[config.mk]
export PLATFORM = sky130hd
export DESIGN_NAME = wb_arbiter_flat
export DESIGN_NICKNAME = d
export VERILOG_FILES = /design/src/rtl/wb_pkg.sv /design/src/rtl/wb_arbiter_if.sv /design/src/rtl/wb_fifo2.sv /design/src/rtl/wb_arbiter.sv /design/src/flat_wrapper.sv
export SDC_FILE = /design/constraint.sdc
export NUM_CORES = 1
export LEC_CHECK = 0
export ABC_AREA = 1
export BUFFER_PORTS_ARGS = -buffer_cell sky130_fd_sc_hd__buf_2
export CAP_MARGIN = 20
export CORE_MARGIN = 5
export CORE_UTILIZATION = 57
export DETAILED_ROUTE_END_ITERATION = 12
export HOLD_SLACK_MARGIN = 0.06
export PLACE_DENSITY_LB_ADDON = 0.12
export SLEW_MARGIN = 20
export SYNTH_ARGS = -nofsm -noshare
export SYNTH_HDL_FRONTEND = slang
export SYNTH_SLANG_ARGS = --single-unit
[constraint.sdc]
create_clock -name clk_n -period 1.9 [get_ports clk_n]
set_input_delay 0.285 -clock clk_n [delete_from_list [all_inputs] [get_ports clk_n]]
set_output_delay 0.285 -clock clk_n [all_outputs]
set_load 0.01 [all_outputs]
[src/rtl/wb_pkg.sv]
// Shared definitions for the write-back arbiter slice.
// Latency: n/a (types and constants only).
// Backpressure: n/a.
// Contents: register-address width, source indices, queue-entry struct.
package wb_pkg;

  // Register-file address width.
  localparam int RA_W = 5;

  // Default data width of a write-back value.
  localparam int XLEN_DEF = 32;

  // Source indices, also the encoding of the last-grant bit.
  localparam logic ALU = 1'b0;
  localparam logic MEM = 1'b1;

  // One queued write-back: destination register plus value.
  typedef struct packed {
    logic [RA_W-1:0]     rd;
    logic [XLEN_DEF-1:0] data;
  } wb_entry_t;

endpackage

[src/rtl/wb_arbiter_if.sv]
// Bundle of the write-back arbiter's source handshakes and register-file side.
// Latency: n/a (wires only).
// Backpressure: alu_ready/mem_ready flow from the arbiter back to each source.
// Ports: alu_*/mem_* valid-ready sources, Wen/Rd/BusW write port,
//        Rs1/Rs2 read addresses with fwd_a/fwd_b hits, idle status.
interface wb_arbiter_if
  import wb_pkg::*;
#(
  parameter int XLEN = 32
);

  logic            alu_valid;
  logic            alu_ready;
  logic [RA_W-1:0] alu_rd;
  logic [XLEN-1:0] alu_data;

  logic            mem_valid;
  logic            mem_ready;
  logic [RA_W-1:0] mem_rd;
  logic [XLEN-1:0] mem_data;

  logic            Wen;
  logic [RA_W-1:0] Rd;
  logic [XLEN-1:0] BusW;

  logic [RA_W-1:0] Rs1;
  logic [RA_W-1:0] Rs2;
  logic            fwd_a;
  logic            fwd_b;

  logic            idle;

  // Sources and register-file read side.
  modport master (
    output alu_valid, alu_rd, alu_data,
    output mem_valid, mem_rd, mem_data,
    output Rs1, Rs2,
    input  alu_ready, mem_ready,
    input  Wen, Rd, BusW,
    input  fwd_a, fwd_b, idle
  );

  // The arbiter itself.
  modport slave (
    input  alu_valid, alu_rd, alu_data,
    input  mem_valid, mem_rd, mem_data,
    input  Rs1, Rs2,
    output alu_ready, mem_ready,
    output Wen, Rd, BusW,
    output fwd_a, fwd_b, idle
  );

endinterface

[src/rtl/wb_fifo2.sv]
// Two-entry queue holding pending write-backs for one source.
// Latency: an entry pushed on edge t is visible at head after edge t.
// Backpressure: ready is the registered occupancy < DEPTH; no pass-through when full.
// Ports: clk_n/rst_n; push/push_dat in; pop in; head/empty/ready out.
module wb_fifo2
  import wb_pkg::*;
#(
  parameter int  DEPTH   = 2,
  parameter type entry_t = wb_entry_t
) (
  input  logic   clk_n,
  input  logic   rst_n,
  input  logic   push,
  input  entry_t push_dat,
  input  logic   pop,
  output entry_t head,
  output logic   empty,
  output logic   ready
);

  entry_t     mem [DEPTH];
  logic       wr_ptr;
  logic       rd_ptr;
  logic [1:0] count;   // one bit wider than the pointers: 0..DEPTH

  logic push_ok;
  logic pop_ok;

  assign push_ok = push & ready;
  assign pop_ok  = pop & ~empty;

  always_ff @(posedge clk_n or negedge rst_n) begin
    if (!rst_n) begin
      mem[0] <= '0;
      mem[1] <= '0;
      wr_ptr <= 1'b0;
      rd_ptr <= 1'b0;
      count  <= '0;
    end else begin
      if (push_ok) begin
        mem[wr_ptr] <= push_dat;
        wr_ptr      <= ~wr_ptr;   // single-bit pointer wraps modulo 2
      end
      if (pop_ok) begin
        rd_ptr <= ~rd_ptr;
      end
      case ({push_ok, pop_ok})
        2'b10:   count <= count + 2'd1;
        2'b01:   count <= count - 2'd1;
        default: count <= count;
      endcase
    end
  end

  assign head  = mem[rd_ptr];
  assign empty = (count == 2'd0);
  assign ready = (count < 2'(DEPTH));

endmodule

[src/rtl/wb_arbiter.sv]
// Round-robin merge of ALU and load-unit write-backs onto one register-file port.
// Latency: push at edge t, uncontested, gives Wen=1 in the cycle after edge t+1.
// Backpressure: each source sees its own queue's ready; a full queue stalls its source.
// Ports: clk_n, rst_n (async active-low), bus (wb_arbiter_if.slave).
module wb_arbiter
  import wb_pkg::*;
#(
  parameter int XLEN  = 32,
  parameter int DEPTH = 2
) (
  input  logic         clk_n,
  input  logic         rst_n,
  wb_arbiter_if.slave  bus
);

  typedef struct packed {
    logic [RA_W-1:0] rd;
    logic [XLEN-1:0] data;
  } entry_t;

  entry_t alu_in, mem_in, alu_head, mem_head, win;
  logic   alu_push, mem_push, alu_pop, mem_pop;
  logic   alu_empty, mem_empty, alu_rdy, mem_rdy;
  logic   conflict, grant, grant_src, last_grant;

  logic            wen_q;
  logic [RA_W-1:0] rd_q;
  logic [XLEN-1:0] busw_q;

  assign alu_in   = {bus.alu_rd, bus.alu_data};
  assign mem_in   = {bus.mem_rd, bus.mem_data};
  assign alu_push = bus.alu_valid & alu_rdy;
  assign mem_push = bus.mem_valid & mem_rdy;

  wb_fifo2 #(.DEPTH(DEPTH), .entry_t(entry_t)) u_alu_q (
    .clk_n    (clk_n),
    .rst_n    (rst_n),
    .push     (alu_push),
    .push_dat (alu_in),
    .pop      (alu_pop),
    .head     (alu_head),
    .empty    (alu_empty),
    .ready    (alu_rdy)
  );

  wb_fifo2 #(.DEPTH(DEPTH), .entry_t(entry_t)) u_mem_q (
    .clk_n    (clk_n),
    .rst_n    (rst_n),
    .push     (mem_push),
    .push_dat (mem_in),
    .pop      (mem_pop),
    .head     (mem_head),
    .empty    (mem_empty),
    .ready    (mem_rdy)
  );

  // Only queue heads compete; the fresh input is never forwarded straight out.
  always_comb begin
    conflict  = ~alu_empty & ~mem_empty;
    grant     = ~alu_empty | ~mem_empty;
    grant_src = ALU;
    if (conflict) begin
      grant_src = ~last_grant;
    end else if (alu_empty) begin
      grant_src = MEM;
    end
    alu_pop = grant & (grant_src == ALU);
    mem_pop = grant & (grant_src == MEM);
    win     = (grant_src == ALU) ? alu_head : mem_head;
  end

  // rd==0 entries are drained silently: Wen stays low and Rd/BusW keep their
  // previous contents so downstream forwarding compares stay stable.
  always_ff @(posedge clk_n or negedge rst_n) begin
    if (!rst_n) begin
      wen_q      <= 1'b0;
      rd_q       <= '0;
      busw_q     <= '0;
      last_grant <= MEM;
    end else begin
      wen_q <= grant & (win.rd != '0);
      if (grant && (win.rd != '0)) begin
        rd_q   <= win.rd;
        busw_q <= win.data;
      end
      // Uncontested grants leave the round-robin pointer alone.
      if (conflict) begin
        last_grant <= grant_src;
      end
    end
  end

  assign bus.alu_ready = alu_rdy;
  assign bus.mem_ready = mem_rdy;
  assign bus.Wen       = wen_q;
  assign bus.Rd        = rd_q;
  assign bus.BusW      = busw_q;
  assign bus.fwd_a     = wen_q & (rd_q == bus.Rs1) & (bus.Rs1 != '0);
  assign bus.fwd_b     = wen_q & (rd_q == bus.Rs2) & (bus.Rs2 != '0);
  assign bus.idle      = alu_empty & mem_empty & ~wen_q;

endmodule
[src/flat_wrapper.sv]
// flat-port wrapper written by rule: the top's interface ports become plain ports
module wb_arbiter_flat import wb_pkg::*;
#(
  parameter int XLEN  = 32,
  parameter int DEPTH = 2
)
  (clk_n, rst_n, bus_alu_valid, bus_alu_rd, bus_alu_data, bus_mem_valid, bus_mem_rd, bus_mem_data, bus_Rs1, bus_Rs2, bus_alu_ready, bus_mem_ready, bus_Wen, bus_Rd, bus_BusW, bus_fwd_a, bus_fwd_b, bus_idle);
  wb_arbiter_if #(.XLEN(XLEN)) bus_i ();
  input  logic clk_n;
  input  logic rst_n;
  input wire logic [$bits(bus_i.alu_valid)-1:0] bus_alu_valid;
  input wire logic [$bits(bus_i.alu_rd)-1:0] bus_alu_rd;
  input wire logic [$bits(bus_i.alu_data)-1:0] bus_alu_data;
  input wire logic [$bits(bus_i.mem_valid)-1:0] bus_mem_valid;
  input wire logic [$bits(bus_i.mem_rd)-1:0] bus_mem_rd;
  input wire logic [$bits(bus_i.mem_data)-1:0] bus_mem_data;
  input wire logic [$bits(bus_i.Rs1)-1:0] bus_Rs1;
  input wire logic [$bits(bus_i.Rs2)-1:0] bus_Rs2;
  output wire logic [$bits(bus_i.alu_ready)-1:0] bus_alu_ready;
  output wire logic [$bits(bus_i.mem_ready)-1:0] bus_mem_ready;
  output wire logic [$bits(bus_i.Wen)-1:0] bus_Wen;
  output wire logic [$bits(bus_i.Rd)-1:0] bus_Rd;
  output wire logic [$bits(bus_i.BusW)-1:0] bus_BusW;
  output wire logic [$bits(bus_i.fwd_a)-1:0] bus_fwd_a;
  output wire logic [$bits(bus_i.fwd_b)-1:0] bus_fwd_b;
  output wire logic [$bits(bus_i.idle)-1:0] bus_idle;
  assign bus_i.alu_valid = bus_alu_valid;
  assign bus_i.alu_rd = bus_alu_rd;
  assign bus_i.alu_data = bus_alu_data;
  assign bus_i.mem_valid = bus_mem_valid;
  assign bus_i.mem_rd = bus_mem_rd;
  assign bus_i.mem_data = bus_mem_data;
  assign bus_i.Rs1 = bus_Rs1;
  assign bus_i.Rs2 = bus_Rs2;
  assign bus_alu_ready = bus_i.alu_ready;
  assign bus_mem_ready = bus_i.mem_ready;
  assign bus_Wen = bus_i.Wen;
  assign bus_Rd = bus_i.Rd;
  assign bus_BusW = bus_i.BusW;
  assign bus_fwd_a = bus_i.fwd_a;
  assign bus_fwd_b = bus_i.fwd_b;
  assign bus_idle = bus_i.idle;
  wb_arbiter #(.XLEN(XLEN), .DEPTH(DEPTH)) u_core (.clk_n(clk_n), .rst_n(rst_n), .bus(bus_i));
endmodule
==> summary by stage, run 1 <==
Drt
The post-detailed-route DRC marker count is 0. In the final routed layout, each cell accounts on average for 15.76 um. The post-detailed-route via-to-cell ratio is 5.343.

The first routing iteration left 672 violations. The remaining antenna violation count is 0. The routed layout has 7533 vias.

The length of the first detailed-routing pass in iterations is 5. The routed wire length is 22.22 mm.

Clocking
Clock latency on the worst-skew pair, taken at its later pin, is 0.44 ns. The longest clock path from root to sink contains 2 buffers. The level count of the clock H-tree is 4.

Clock tree synthesis found a total of 195 sinks. The number of clock buffers inserted by TritonCTS is 17. The clock-pin slew reported for the worst setup and hold paths after clock tree synthesis is 0.07 ns.

TritonCTS built the clock tree. The cell chosen for the clock root is clkbuf_16.

Global routing
The via count of the first global-routing pass is 7068. The global-route wire length before repair is 34.89 mm. Global routing used 4.464% of the available met3 tracks. Entering global routing, the biggest net connects 76 pins. The sum of overflow across all layers after global routing is 0. The initial antenna violation count was 0. In the global route stage, met1 resource usage came out at 31.61%. The global-route track usage on met2 is 41.23%. The layer flagged by global routing as most heavily used is met2.

Global routing used 24.40% of the available tracks across all layers.

Worst setup path
On the critical path, the stage with the largest delay is an instance of dfrtp_1. The delay of the slowest critical-path stage is 0.42 ns. STA classifies the critical path startpoint as a flip-flop. The worst setup path is of the reg -> reg kind. The data arrival time at the worst-slack endpoint is 2.36 ns. The cell that appears most often on the critical path is nand2_1. Data on the critical path is required at its endpoint by 2.27 ns.

The worst setup path is captured at a flip-flop. Along the worst path, the maximum fanout reaches 7. The signal on the critical path passes through inv_1 > nand2_2 > a21oi_4 > nand2_1 > nand2_2 > nand3_2 > o21bai_4 > buf_6 > clkbuf_16 > nand2_1 > nand2_1.

Power
The design draws 0.02098 W. The leakage power of the design is 5.673 nW. The peak ir drop on the vdd network is 1.173 mV.

The cell area power density is 1962 nW/um^2.

Timing
The final number of max-transition violations was 0. The transition at the pin with the smallest max-transition slack is 0.4371 ns. The final-report hold violation count is 0. The time the worst path needs with I/O delays and setup is 1.990 ns.

Setup slack on the critical path of the routed design comes to -0.09024 ns. Setup repair after global routing could not meet its margin everywhere. The final worst-path cycle share is 104.7%. The clock skew after layout is 0.01211 ns.

Setup violations remaining at the end of the flow were counted as 25. Measured against its own limit, the worst slew margin works out to 70.86%. The peak clock frequency supported by timing is 502.5 MHz. Adding up every negative setup slack in the final design gives -1.051 ns.

Floorplanning
For this configuration, the core starts out at a cell density of 58.05%. The area of the core is 15200 um^2. 131 I/O pins were placed. The total die area is 18070 um^2. The die is 134.4 um wide.

Measured along the y axis, the die boundary spans 134.4 um. The placement row count is 45.

Status
The flow ran to the end, but the final reports show violations. The checks that failed: negative setup slack.

Yosys
The share of synthesized area occupied by flip-flops and latches is 55.31%. The number of register bits inferred by synthesis is 195. The number of enable-type register cells in the synthesized netlist is 0. Counting every net in the synthesized netlist gives 1171. In the synthesized netlist the async set-or-reset flop fraction comes to 100.0%. The most used flip-flop cell after synthesis is dfrtp_1.

The average instance in the mapped netlist occupies 8.163 um^2. The number of warning messages in the yosys log is 0. The post-synthesis cell count is 1081. Counting distinct cell types in the post-synthesis netlist gives 36. The mapped netlist covers 8825 um^2.

Place
The routability-driven placement congestion ratio is 0.8233. The placed instances occupy a cell area of 9763 um^2. Input and output buffers added on the ports amount to 130. The HPWL reported at the end of detailed placement is 14.48 mm. After detailed placement, the design holds a cell count of 1366.

Finish
After the flow finishes, the layout carries non-filler instances totaling 1410. Cells with a size suffix above 1 make up 22.91% of the layout. The count of nets after finishing is 1300. The synthesis-to-layout area growth is 21.20%. The core occupancy in the finished layout is 70.35%. The finished cells cover 10700 um^2. The repair_antennas step left the layout with diodes totalling 0.

Min path
The path class of the tightest hold or removal check is in -> reg.

Run
Across the run, the number of max-cap violations was 0.
kinds of logic (layout without fill, tap and decap cells):
| group | Yosys count | in the layout | share of synthesized area [%] |
|---|---|---|---|
| AND/OR/NAND/NOR | 511 | 511 | 23.31 |
| AO/OA/AOI/OAI | 205 | 205 | 12.63 |
| flip-flops | 195 | 195 | 55.31 |
| buffers and inverters | 158 | 299 | 7.472 |
| XOR/XNOR | 10 | 10 | 0.9924 |
| adder cells (fa/ha/maj) | 2 | 2 | 0.2835 |
worst max-delay path: cells and delay by family, from the launching register on:
family,cells,cell delay (ns)
AND/OR/NAND/NOR,6,0.55
AO/OA/AOI/OAI,2,0.50
buffers and inverters,3,0.45
flip-flops,1,0.42
registers in the layout, summed over array words and instances, names as in the netlist:
register and flops:
u_core.bus.Rd 5, u_core.u_alu_q.wr_ptr 1, u_core.bus.Wen 1, u_core.u_mem_q.wr_ptr 1, u_core.u_mem_q.rd_ptr 1, u_core.u_alu_q.count 2
u_core.last_grant 1, u_core.u_mem_q.mem 74, u_core.u_alu_q.mem 74, u_core.u_alu_q.rd_ptr 1, u_core.u_mem_q.count 2, u_core.bus.BusW 32
Yosys cell counts (3+ instances only):
cell / n / area share, %
xor2_1: 5 / 0.50
a31oi_1: 32 / 2.3
o21ai_1: 3 / 0.17
nand2_1: 393 / 17
inv_2: 6 / 0.26
clkbuf_1: 43 / 1.8
nand2_2: 22 / 1.6
nand3_1: 40 / 2.3
buf_2: 12 / 0.68
or2_1: 4 / 0.28
xnor2_1: 5 / 0.50
nor2_1: 43 / 1.8
dfrtp_1: 194 / 55
o21ai_0: 156 / 8.8
a21oi_1: 5 / 0.28
or2_2: 4 / 0.28
inv_1: 88 / 3.7
buf_1: 4 / 0.17
worst paths after layout:
path / slack [ns] / end / cells past startpoint / startpoint
setup / recovery: -0.09 / u_core.bus.BusW[0] / 11 / u_core.u_mem_q.count[0]
hold / removal: 0.11 / u_core.u_mem_q.mem[59] / 3 / bus_mem_data[22]
setup reg to reg: -0.09 / u_core.bus.BusW[0] / 11 / u_core.u_mem_q.count[0]
hold reg to reg: 0.47 / u_core.bus.BusW[5] / 2 / u_core.bus.BusW[5]
max in group asynchronous: 0.94 / u_core.last_grant / 3 / rst_n
min in group asynchronous: 0.33 / u_core.u_alu_q.mem[4] / 2 / rst_n
power breakdown:
| group | switching [W] | internal [W] |
|---|---|---|
| logic | 0.00586 | 0.00388 |
| clock network | 0.00155 | 0.00224 |
| registers | 0.00124 | 0.00621 |
| total | 0.00865 | 0.0123 |
through the flow:
step / setup slack, ns / hold slack [ns]
floorplan: 0.2267 / -0.01059
global placement: 0.1273 / 0.2348
detailed placement: 0.09125 / 0.2338
CTS: 0.001363 / 0.1024
global route: -0.1390 / 0.1179
finish: -0.09024 / 0.1089
per-layer routing:
layer | wire (um) | vias to the layer above
met3 | 1270 | 45
met2 | 11110 | 272
met5 | 0 | -
li1 | - | 3677
met4 | 619 | 0
met1 | 9216 | 3539
layout make-up:
cell class | count | area [um^2]
Sequential cell | 195 | 4888
Inverter | 94 | 352.8
Clock inverter | 12 | 178.9
Multi-Input combinational cell | 728 | 3430
Tap cell | 188 | 235.2
Fill cell | 1247 | 4507
Clock buffer | 19 | 442.9
Timing Repair Buffer | 174 | 1167
placed cells by master, fill, tap and decap left out, types with 27 or more instances in the layout:
cell | synthesis | routed
inv_1 | 88 | 87
nand2_1 | 393 | 375
buf_2 | 12 | 129
nand3_1 | 40 | 38
a31oi_1 | 32 | 32
buf_4 | 1 | 27
nand2_2 | 22 | 35
o21ai_0 | 156 | 156
nor2_1 | 43 | 39
dfrtp_1 | 194 | 188
timing repair:
item                                    4_1_cts  5_1_grt
setup buffers                                 1        7
gates resized for setup                       3       44
cloned                                        0        4
endpoints found under the hold margin        35        0
hold buffers                                  1        0
endpoints found under the setup margin        2       43
pin swaps                                     1        6
(Power assumes the default switching activity.)
==> run 2, diff against run 1 <==
--- a/config.mk
+++ b/config.mk
@@ -12,7 +12,7 @@
 export CORE_UTILIZATION = 57
 export DETAILED_ROUTE_END_ITERATION = 12
 export HOLD_SLACK_MARGIN = 0.06
-export PLACE_DENSITY_LB_ADDON = 0.12
+export PLACE_DENSITY = 0.83
 export SLEW_MARGIN = 20
 export SYNTH_ARGS = -nofsm -noshare
 export SYNTH_HDL_FRONTEND = slang
==> constraint.sdc (replaced) <==
create_clock -name clk_n -period 1.9 [get_ports clk_n]
set_input_delay 0.285 -clock clk_n [delete_from_list [all_inputs] [get_ports clk_n]]
set_output_delay 0.285 -clock clk_n [all_outputs]
set_load 0.005 [all_outputs]
==> summary by stage, run 2 (same netlist as run 1, synthesis figures left out) <==
Global routing
The largest net degree at the start of global routing was 76 (unchanged). The initial antenna violation count is 0 (unchanged). The global-route wire length before repair is 35.98 mm (+3.1%). The sum of overflow across all layers after global routing is 0 (unchanged). The overall track demand over capacity in global routing is 24.99% (+0.60 points). The via count of the first global-routing pass is 7517 (+6.4%).

Timing
The relative slew slack was 71.47% (+0.61 points). The final number of max-transition violations is 0 (unchanged). The clock skew after layout was 0.006865 ns (-0.005241 ns). The number of setup violations in the final report is 0 (-100%).

The final hold slack is 0.1119 ns (+0.003086 ns). The peak clock frequency supported by timing is 538.5 MHz (+7.2%). The transition at the pin with the smallest max-transition slack is 0.4279 ns (-0.009210 ns). Setup repair after global routing could not meet its margin everywhere.

The time the worst path needs with I/O delays and setup was 1.857 ns (-0.1332 ns). The final worst-path cycle share was 97.74% (-7.0 points). The final-report hold violation count is 0 (unchanged).

Worst setup path
The data required time at the worst endpoint is 2.27 ns (about the same). STA classifies the critical path endpoint as a flip-flop. The kind of start point of the critical path is a flip-flop. The data arrival time at the worst-slack endpoint is 2.22 ns (-0.14 ns). The largest fanout on the critical path is 15 (+8). The start-to-end type of the worst setup path is reg -> reg.

Finish
The core occupancy in the finished layout is 69.05% (-1.3 points). The commonest non-fill, non-tap cell in the layout is nand2_1. The share of final-layout standard cells stronger than drive strength 1 was 21.13% (-1.8 points).

The count of nets after finishing is 1298 (-0.15%). The final antenna diode count was 0 (unchanged). The synthesis-to-layout area growth is 18.96%. In the layout the commonest cells are nand2_1 (390), dfrtp_1 (188), o21ai_0 (154).

Clocking
The number of clock buffers inserted by TritonCTS was 17 (unchanged). The level count of the clock H-tree is 4 (unchanged). The cell sitting at the root of the clock tree is a clkbuf_16. The clock tree buffer depth was 2 (unchanged). The number of clock sinks is 195 (unchanged). The clock latency on the worst-skew pair is 0.43 ns (about the same). The clock-pin slew reported for the worst setup and hold paths after clock tree synthesis is 0.07 ns (about the same). The clock tree from TritonCTS is built.

Power
The proportion of total power due to net switching is 41.02% (-0.19 points). The cell area power density was 1927 nW/um^2 (-1.8%). The share of total power in combinational logic was 45.3% (-1.1 points).

The clock share of power is 17.8% (-0.3 points). The total chip power is 0.02023 W (-3.6%). The sequential power share is 36.8% (+1.3 points).

The power dissipated by switching net loads came to 0.008298 W (-4.0%). The internal power came to 0.01193 W (-3.3%). The peak ir drop on the vdd network is 1.135 mV (-3.3%). The leakage power of the design is 5.566 nW (-1.9%).

Drt
The post-detailed-route via-to-cell ratio is 5.474 (+2.5%). The number of DRC markers in iteration 0 came to 658 (-2.1%). The remaining antenna violation count is 0 (unchanged). The routed wire length is 22.49 mm (+1.2%).

The via total after detailed routing is 7713 (+2.4%). The length of the first detailed-routing pass in iterations is 5 (unchanged). The average wire per standard cell was 15.96 um (+1.3%).

The post-detailed-route DRC marker count is 0 (unchanged).

Status
The flow ran to the end, and the final reports show no timing, DRC or antenna violations.

Min path
The path class of the lowest-slack min-delay path is in -> reg.

Floorplanning
The total die area was 18070 um^2 (unchanged). The I/O pin count was 131 (unchanged). The horizontal die dimension came to 134.4 um (unchanged). The initial cell density of the core is 58.05% (unchanged).

The area of the core is 15200 um^2 (unchanged). The placement row count came to 45 (unchanged). The vertical extent of the die is 134.4 um (unchanged).

Place
The number of buffers added on ports came to 130 (unchanged). The routability-driven placement congestion ratio is 0.8434 (+2.4%). The HPWL reported at the end of detailed placement came to 15.18 mm (+4.9%).

Run
The reported max-cap violation count was 0 (unchanged).
[run 2: cell types whose count changed in the layout (fill, tap and decap cells not counted), sizes merged]
cell,change
bufinv,-1
clkbuf,+1
clkinv,-1
clkinvlp,+2
inv,-2
[run 2: repair_timing]
item | CTS | global route
gates cloned | 0 | 2
pin swaps | 1 | 6
resized for setup | 5 | 18
hold buffers | 1 | 0
setup buffers | 0 | 5
setup endpoints to repair | 2 | 42
endpoints found under the hold margin | 44 | 0
[run 2: through the flow]
step / instance area (um^2) / setup slack [ns] / setup TNS, ns / instances
final: 10500 / 0.04297 / 0 / 1409
after global routing: 10500 / -0.04330 / -0.4885 / 1409
after CTS: 10390 / 0.009416 / 0 / 1402
after detailed placement: 9761 / 0.07017 / 0 / 1369
after global placement: 9761 / 0.1391 / 0 / 1369
after floorplan: 8825 / 0.2267 / 0 / 1081
[run 2: path summary, 6_finish.rpt]
path / from / endpoint / slack [ns] / cells after the start
max reg2reg: u_core.u_mem_q.count[0] / u_core.bus.Rd[0] / 0.04 / 11
min: bus_alu_data[24] / u_core.u_alu_q.mem[24] / 0.11 / 3
min reg2reg: u_core.bus.BusW[7] / u_core.bus.BusW[7] / 0.47 / 2
max in group asynchronous: rst_n / u_core.u_mem_q.mem[22] / 0.89 / 3
max: u_core.u_mem_q.count[0] / u_core.bus.Rd[0] / 0.04 / 11
min in group asynchronous: rst_n / u_core.u_alu_q.mem[44] / 0.37 / 2
[run 2: power by group through the flow]
stage          Combinational [W]  Sequential, W  Clock, W
2_1_floorplan            0.00610        0.00718         0
3_3_place_gp             0.00832        0.00735         0
3_5_place_dp             0.00866        0.00742         0
4_1_cts                  0.00880        0.00740   0.00364
5_1_grt                   0.0102        0.00768   0.00382
6_report                 0.00917        0.00745   0.00361
[run 2: layout make-up]
type / instances / area, um^2
clock buffers: 22 / 464.2
clock inverters: 10 / 133.9
fillers: 1155 / 4705
inverters: 94 / 355.3
multi-input cells: 728 / 3339
flip-flops and latches: 195 / 4888
well taps: 188 / 235.2
repair buffers: 172 / 1081
[run 2: layer usage]
layer  wire length [um]  GRT usage (%)  part of all wire [%]  vias up
li1                   -              -                     -     3661
met1               8911          31.02                    40     3649
met2              10960          41.01                    49      329
met3               1530          5.776                   6.8       74
met4               1081          13.07                   4.8        0
met5                  0              0                     0        -
[run 2: worst max-delay path, cell delays in order, from the launching register on]
cell	delay, ns
dfrtp_2	0.45
inv_1	0.08
nand2_2	0.09
a21oi_4	0.28
nand2_1	0.11
nand2_2	0.09
nand3_2	0.09
o21bai_4	0.19
buf_6	0.12
buf_12	0.13
nand2_1	0.07
nand2_1	0.07
